==> config.mk <==
export PLATFORM = sky130hd
export DESIGN_NAME = branch_predictor
export DESIGN_NICKNAME = d
export VERILOG_FILES = /design/src/rtl/branch_predictor.sv
export SDC_FILE = /design/constraint.sdc
export NUM_CORES = 2
export LEC_CHECK = 0
export CAP_MARGIN = 20
export CORE_MARGIN = 3
export CORE_UTILIZATION = 40
export CTS_CLUSTER_DIAMETER = 150
export DETAILED_ROUTE_END_ITERATION = 10
export GPL_ROUTABILITY_DRIVEN = 0
export SETUP_SLACK_MARGIN = 0.1
export SLEW_MARGIN = 40
export SYNTH_ARGS = -nofsm -noshare
export SYNTH_HDL_FRONTEND = slang
export SYNTH_SLANG_ARGS = --single-unit
export TNS_END_PERCENT = 5
==> constraint.sdc <==
create_clock -name clk_i -period 6.5 [get_ports clk_i]
set_input_delay 1.3 -clock clk_i [delete_from_list [all_inputs] [get_ports clk_i]]
set_output_delay 1.3 -clock clk_i [all_outputs]
set_load 0.02 [all_outputs]
==> src/rtl/branch_predictor.sv <==
// branch_predictor: direct-mapped BTB with per-entry saturating counters and branch/mispredict statistics
module branch_predictor #(
  parameter int XLEN    = 32,
  parameter int ENTRIES = 16,
  parameter int CTR_W   = 2
) (
  input  logic            clk_i,
  input  logic            rst_i,
  input  logic [XLEN-1:0] pc_i,
  output logic            predict_taken_o,
  output logic [XLEN-1:0] predict_target_o,
  input  logic            update_valid_i,
  input  logic [XLEN-1:0] update_pc_i,
  input  logic            update_taken_i,
  input  logic [XLEN-1:0] update_target_i,
  input  logic            update_pred_taken_i,
  input  logic [XLEN-1:0] update_pred_target_i,
  input  logic            clear_i,
  output logic            mispredict_o,
  output logic [31:0]     branch_cnt_o,
  output logic [31:0]     mispredict_cnt_o
);
  localparam int IDX_W = $clog2(ENTRIES);
  localparam int TAG_W = XLEN - IDX_W - 2;
  localparam logic [CTR_W-1:0] CTR_WT  = CTR_W'(1) << (CTR_W - 1);
  localparam logic [CTR_W-1:0] CTR_WNT = CTR_WT - CTR_W'(1);
  localparam logic [CTR_W-1:0] CTR_MAX = '1;

  logic             valid_q  [ENTRIES];
  logic [TAG_W-1:0] tag_q    [ENTRIES];
  logic [XLEN-1:0]  target_q [ENTRIES];
  logic [CTR_W-1:0] ctr_q    [ENTRIES];
  logic [31:0]      branch_cnt_q, mispredict_cnt_q;

  logic [IDX_W-1:0] l_idx, u_idx;
  logic [TAG_W-1:0] l_tag, u_tag;
  logic             l_hit, u_hit, u_write;
  logic [CTR_W-1:0] u_ctr, u_ctr_d;
  logic             unused_pc_lsbs;

  assign l_idx = pc_i[IDX_W+1:2];
  assign l_tag = pc_i[XLEN-1:IDX_W+2];
  assign u_idx = update_pc_i[IDX_W+1:2];
  assign u_tag = update_pc_i[XLEN-1:IDX_W+2];
  assign unused_pc_lsbs = ^{pc_i[1:0], update_pc_i[1:0]};

  // Lookup reads the table as it stands before this cycle's edge (no bypass).
  always_comb begin
    l_hit            = valid_q[l_idx] && (tag_q[l_idx] == l_tag);
    predict_taken_o  = l_hit && ctr_q[l_idx][CTR_W-1];
    predict_target_o = predict_taken_o ? target_q[l_idx] : pc_i + XLEN'(4);
  end

  // Next counter value for the resolved branch; a taken miss allocates weakly taken.
  always_comb begin
    u_hit   = valid_q[u_idx] && (tag_q[u_idx] == u_tag);
    u_ctr   = ctr_q[u_idx];
    u_write = update_valid_i && (u_hit || update_taken_i);
    u_ctr_d = !u_hit ? CTR_WT :
              update_taken_i ? ((u_ctr == CTR_MAX) ? u_ctr : u_ctr + CTR_W'(1)) :
              ((u_ctr == '0) ? u_ctr : u_ctr - CTR_W'(1));
    mispredict_o = update_valid_i &&
                   ((update_pred_taken_i != update_taken_i) ||
                    (update_taken_i && update_pred_taken_i && (update_pred_target_i != update_target_i)));
  end

  // Table state: clear overrides a same-cycle update; a not-taken miss leaves the slot alone.
  always_ff @(posedge clk_i or negedge rst_i) begin
    if (!rst_i) begin
      for (int i = 0; i < ENTRIES; i++) begin
        valid_q[i]  <= 1'b0;
        tag_q[i]    <= '0;
        target_q[i] <= '0;
        ctr_q[i]    <= CTR_WNT;
      end
    end else if (clear_i) begin
      for (int i = 0; i < ENTRIES; i++) begin
        valid_q[i] <= 1'b0;
        ctr_q[i]   <= CTR_WNT;
      end
    end else if (u_write) begin
      valid_q[u_idx]  <= 1'b1;
      tag_q[u_idx]    <= u_tag;
      target_q[u_idx] <= update_taken_i ? update_target_i : target_q[u_idx];
      ctr_q[u_idx]    <= u_ctr_d;
    end
  end

  // Saturating statistics; counted even when clear drops the table update.
  always_ff @(posedge clk_i or negedge rst_i) begin
    if (!rst_i) begin
      branch_cnt_q     <= '0;
      mispredict_cnt_q <= '0;
    end else begin
      if (update_valid_i && !(&branch_cnt_q)) branch_cnt_q <= branch_cnt_q + 32'd1;
      if (mispredict_o && !(&mispredict_cnt_q)) mispredict_cnt_q <= mispredict_cnt_q + 32'd1;
    end
  end

  assign branch_cnt_o     = branch_cnt_q;
  assign mispredict_cnt_o = mispredict_cnt_q;
endmodule

==> summary.md <==
| Metric | Value |
|---|---|
| Full die area | 146900 sq um |
| Most frequent cell after synthesis | dfrtp_1 |
| Final slew viol count | 0 |
| CTS Sinks | roughly 1000 |
| Status | complete, no violations |
| CP Cell Sequence | buf_6 -> buf_4 -> mux4_2 -> mux2i_1 -> a221o_1 -> o21ai_2 -> buf_4 -> or4b_2 -> nor2_1 -> and3_2 -> buf_12 -> buf_12 -> mux2_2 -> dlygate4sd2_1 |
| Post-synth EDFFs | 0 |
| Seq/Total Area, Yosys | a little under half |
| Leak pwr | 29.58 nW |
| # hold bufs at CTS | 0 |
| Finish-stage setup viols | 0 |
| Share of cells above drive strength 1 | 44.26% |
| Skew final | between 80 and 90 ps |
| Final HPWL DP | 107.9 mm |
| Largest net degree at the start of global routing | 140 |
| Clock Latency Late Sink | around 770 ps |
| Slew headroom | 44.01% |
| Maximum VDD drop | 0.2292 mV |
| Synth top cells by count | dfrtp_1, mux2_2, mux4_2, clkbuf_1, nand2_1 |
| Max Cap Viol | 0 |
| Crit end category | primary output |
| Pre-CTS worst setup slack | -413.7 ps |
| Die X | 383.3 um |
| Fin crit period | 6348 ps |
| Root Buffer | clkbuf_16 |
| First-pass GRT wire length | 258.9 mm |
| TritonCTS clock tree | yes |
| Final Hold Violating Endpoints | 0 |
| Worst setup SP type | input port |
| # rows | 137 |
| Multi-input logic area | 29130 sq um |
| CP Data Arrival Time | around 5100 ps |
| Data required time of the worst path | about 5200 ps |
| Crit-path max cell delay | 570 ps |
| GRT Overall Usage | 23.78% |
| Total core area | 140400 sq um |
| Design Area, Final | between 60000 and 70000 sq um |
| Fin worst setup slack | around 150 ps |
| Final core occ | 46.94% |
| HP Class | flip-flop to flip-flop |
| Height of the die | between 300 and 400 um |
| Final Cycle Share | a little over nine tenths |
| Max Freq | about 160 MHz |
| Area of placed instances | 61960 sq um |
| RSZ-0062 raised after global routing | true |
| Cts bufs inserted | 116 |
| Initial Util | 40.56% |
| WL final | 175.0 mm |
| Vias per cell | 6.051 |
| Routed wire per std cell | 29.21 um |
| Pre-antenna DRT Iters | 5 |
| Mapped Area | ~57000 sq um |
| Buffers on Ports | 229 |
| Avg Cell Area, Syn | 14.80 sq um |
| Clock-pin slew on the worst setup and hold paths | 60 ps |
| Initial antenna violation count | 11 |
| Post-synth top flop | dfrtp_1 |
| Synth area leaders | dfrtp_1, mux4_2, mux2_2, mux2i_1, mux2_1 |
| Seq cells post-synth | 1040 |
| Grt ovf | 0 |
| Distinct cells, synth | 74 |
| Fillcell total | about 12000 |
| CTS Buffer Depth | 3 |
| Total power | between 15 and 20 mW |
| Post-Syn Instances | roughly 3800 |
| Leading area contributor after synthesis | dfrtp_1 |
| Synth Warn # | 0 |
| Yosys top cell area share | between 40% and 50% |
| Final hold slack | 484.2 ps |
| Vias | 36240 |
| Crit-path max FO | 16 |
| CP max-delay cell | or4b_2 |
| Initial drt markers | 3021 |
| Vias in the first global route | 37050 |
| Final ANT Viol Nets | 0 |
| FFs w/ async S/R, synth | 100.0% |
| Nets@finish | 4159 |
| Seq. cell area | roughly 26000 sq um |
| Syn nets | 3986 |
| Top-level port count | ~230 |
| Worst slew pin tran | 839.9 ps |
| DRC violations left | 0 |
| Cell Pwr Density | 262.6 nW/um^2 |
| Synth-to-Final Area Change | 15.73% |
| Setup CP Type | input port to primary output |
| CTS H-tree depth | 3 |
-- per-stage QoR --
| stage | TNS, ps | cells |
|---|---|---|
| 6_report | 0 | 5990 |
| 5_1_grt | 0 | 5987 |
| 4_1_cts | 0 | 5982 |
| 3_5_place_dp | -11970 | 5777 |
| 3_3_place_gp | -12740 | 5774 |
| 2_1_floorplan | 0 | 3848 |
-- cells in the final DEF, fill, tap and decap left out, types with 46 or more instances in the layout --
master and count:
nor2_1 66, mux4_2 524, nand2_1 176, buf_4 138
mux2i_1 147, mux2_1 105, xnor2_1 124, buf_12 46
dfrtp_1 1024, clkdlybuf4s50_1 185, clkbuf_16 117, nand3_1 66
xor2_1 56, mux2_2 855
-- layer usage --
metal / up-vias / track usage (%) / wire length [um]
met1: 19830 / 33.97 / 76710
met4: 6 / 7.045 / 4846
met5: - / 0 / 22
li1: 15030 / - / -
met2: 1135 / 37.05 / 81310
met3: 246 / 4.397 / 12070
-- state kept, by name, summed over array words and instances, names as in the netlist --
name              count
target_q            512
tag_q               416
mispredict_cnt_o     32
branch_cnt_o         32
valid_q              16
ctr_q                32
-- final timing paths --
| kind | slack, ps | end | start | cells past startpoint |
|---|---|---|---|---|
| hold / removal | 480 | mispredict_cnt_o[27] | mispredict_cnt_o[27] | 1 |
| hold reg to reg | 480 | mispredict_cnt_o[27] | mispredict_cnt_o[27] | 1 |
| max in group asynchronous | 4480 | target_q[84] | rst_i | 3 |
| min in group asynchronous | 570 | tag_q[147] | rst_i | 1 |
| setup / recovery | 150 | predict_target_o[14] | pc_i[4] | 14 |
| setup reg to reg | 2380 | tag_q[66] | tag_q[142] | 10 |
-- area by class of cell --
class,instances,area share [%]
Multi-Input combinational cell,2405,44.21
Tap cell,1876,3.562
Clock buffer,168,5.098
Inverter,40,0.2278
Antenna cell,6,0.02278
Sequential cell,1040,39.52
Timing Repair Buffer,418,6.604
Clock inverter,37,0.7557
-- repair_timing --
item,in CTS,in global routing
setup endpoints to repair,32,25
pin swaps,0,1
setup buffers,0,0
resized for setup,35,9
-- cell families (layout without fill, tap and decap cells) --
kind of cell,Yosys count,count (layout),share of synthesized area [%]
buffers and inverters,403,663,3.340
other,0,6,0
adder cells (fa/ha/maj),6,6,0.1231
AND/OR/NAND/NOR,452,452,3.968
AO/OA/AOI/OAI,129,129,1.580
XOR/XNOR,180,180,2.769
multiplexers,1638,1638,42.48
flip-flops,1040,1040,45.74
-- critical path: cells and delay by family --
kind / cells / cell delay, ps
compound gates: 2 / 550
mux: 3 / 750
simple gates: 3 / 960
buf+inv: 6 / 1440
-- report_power, final --
part           switching (mW)  leakage (nW)  total, mW  internal, mW
logic                    1.33          13.7       2.92          1.59
registers               0.521          14.0       7.68          7.16
clock network            2.81          1.89       6.70          3.89
total                    4.66          29.6       17.3          12.6
Note: power is estimated with default switching activity, not from simulation.
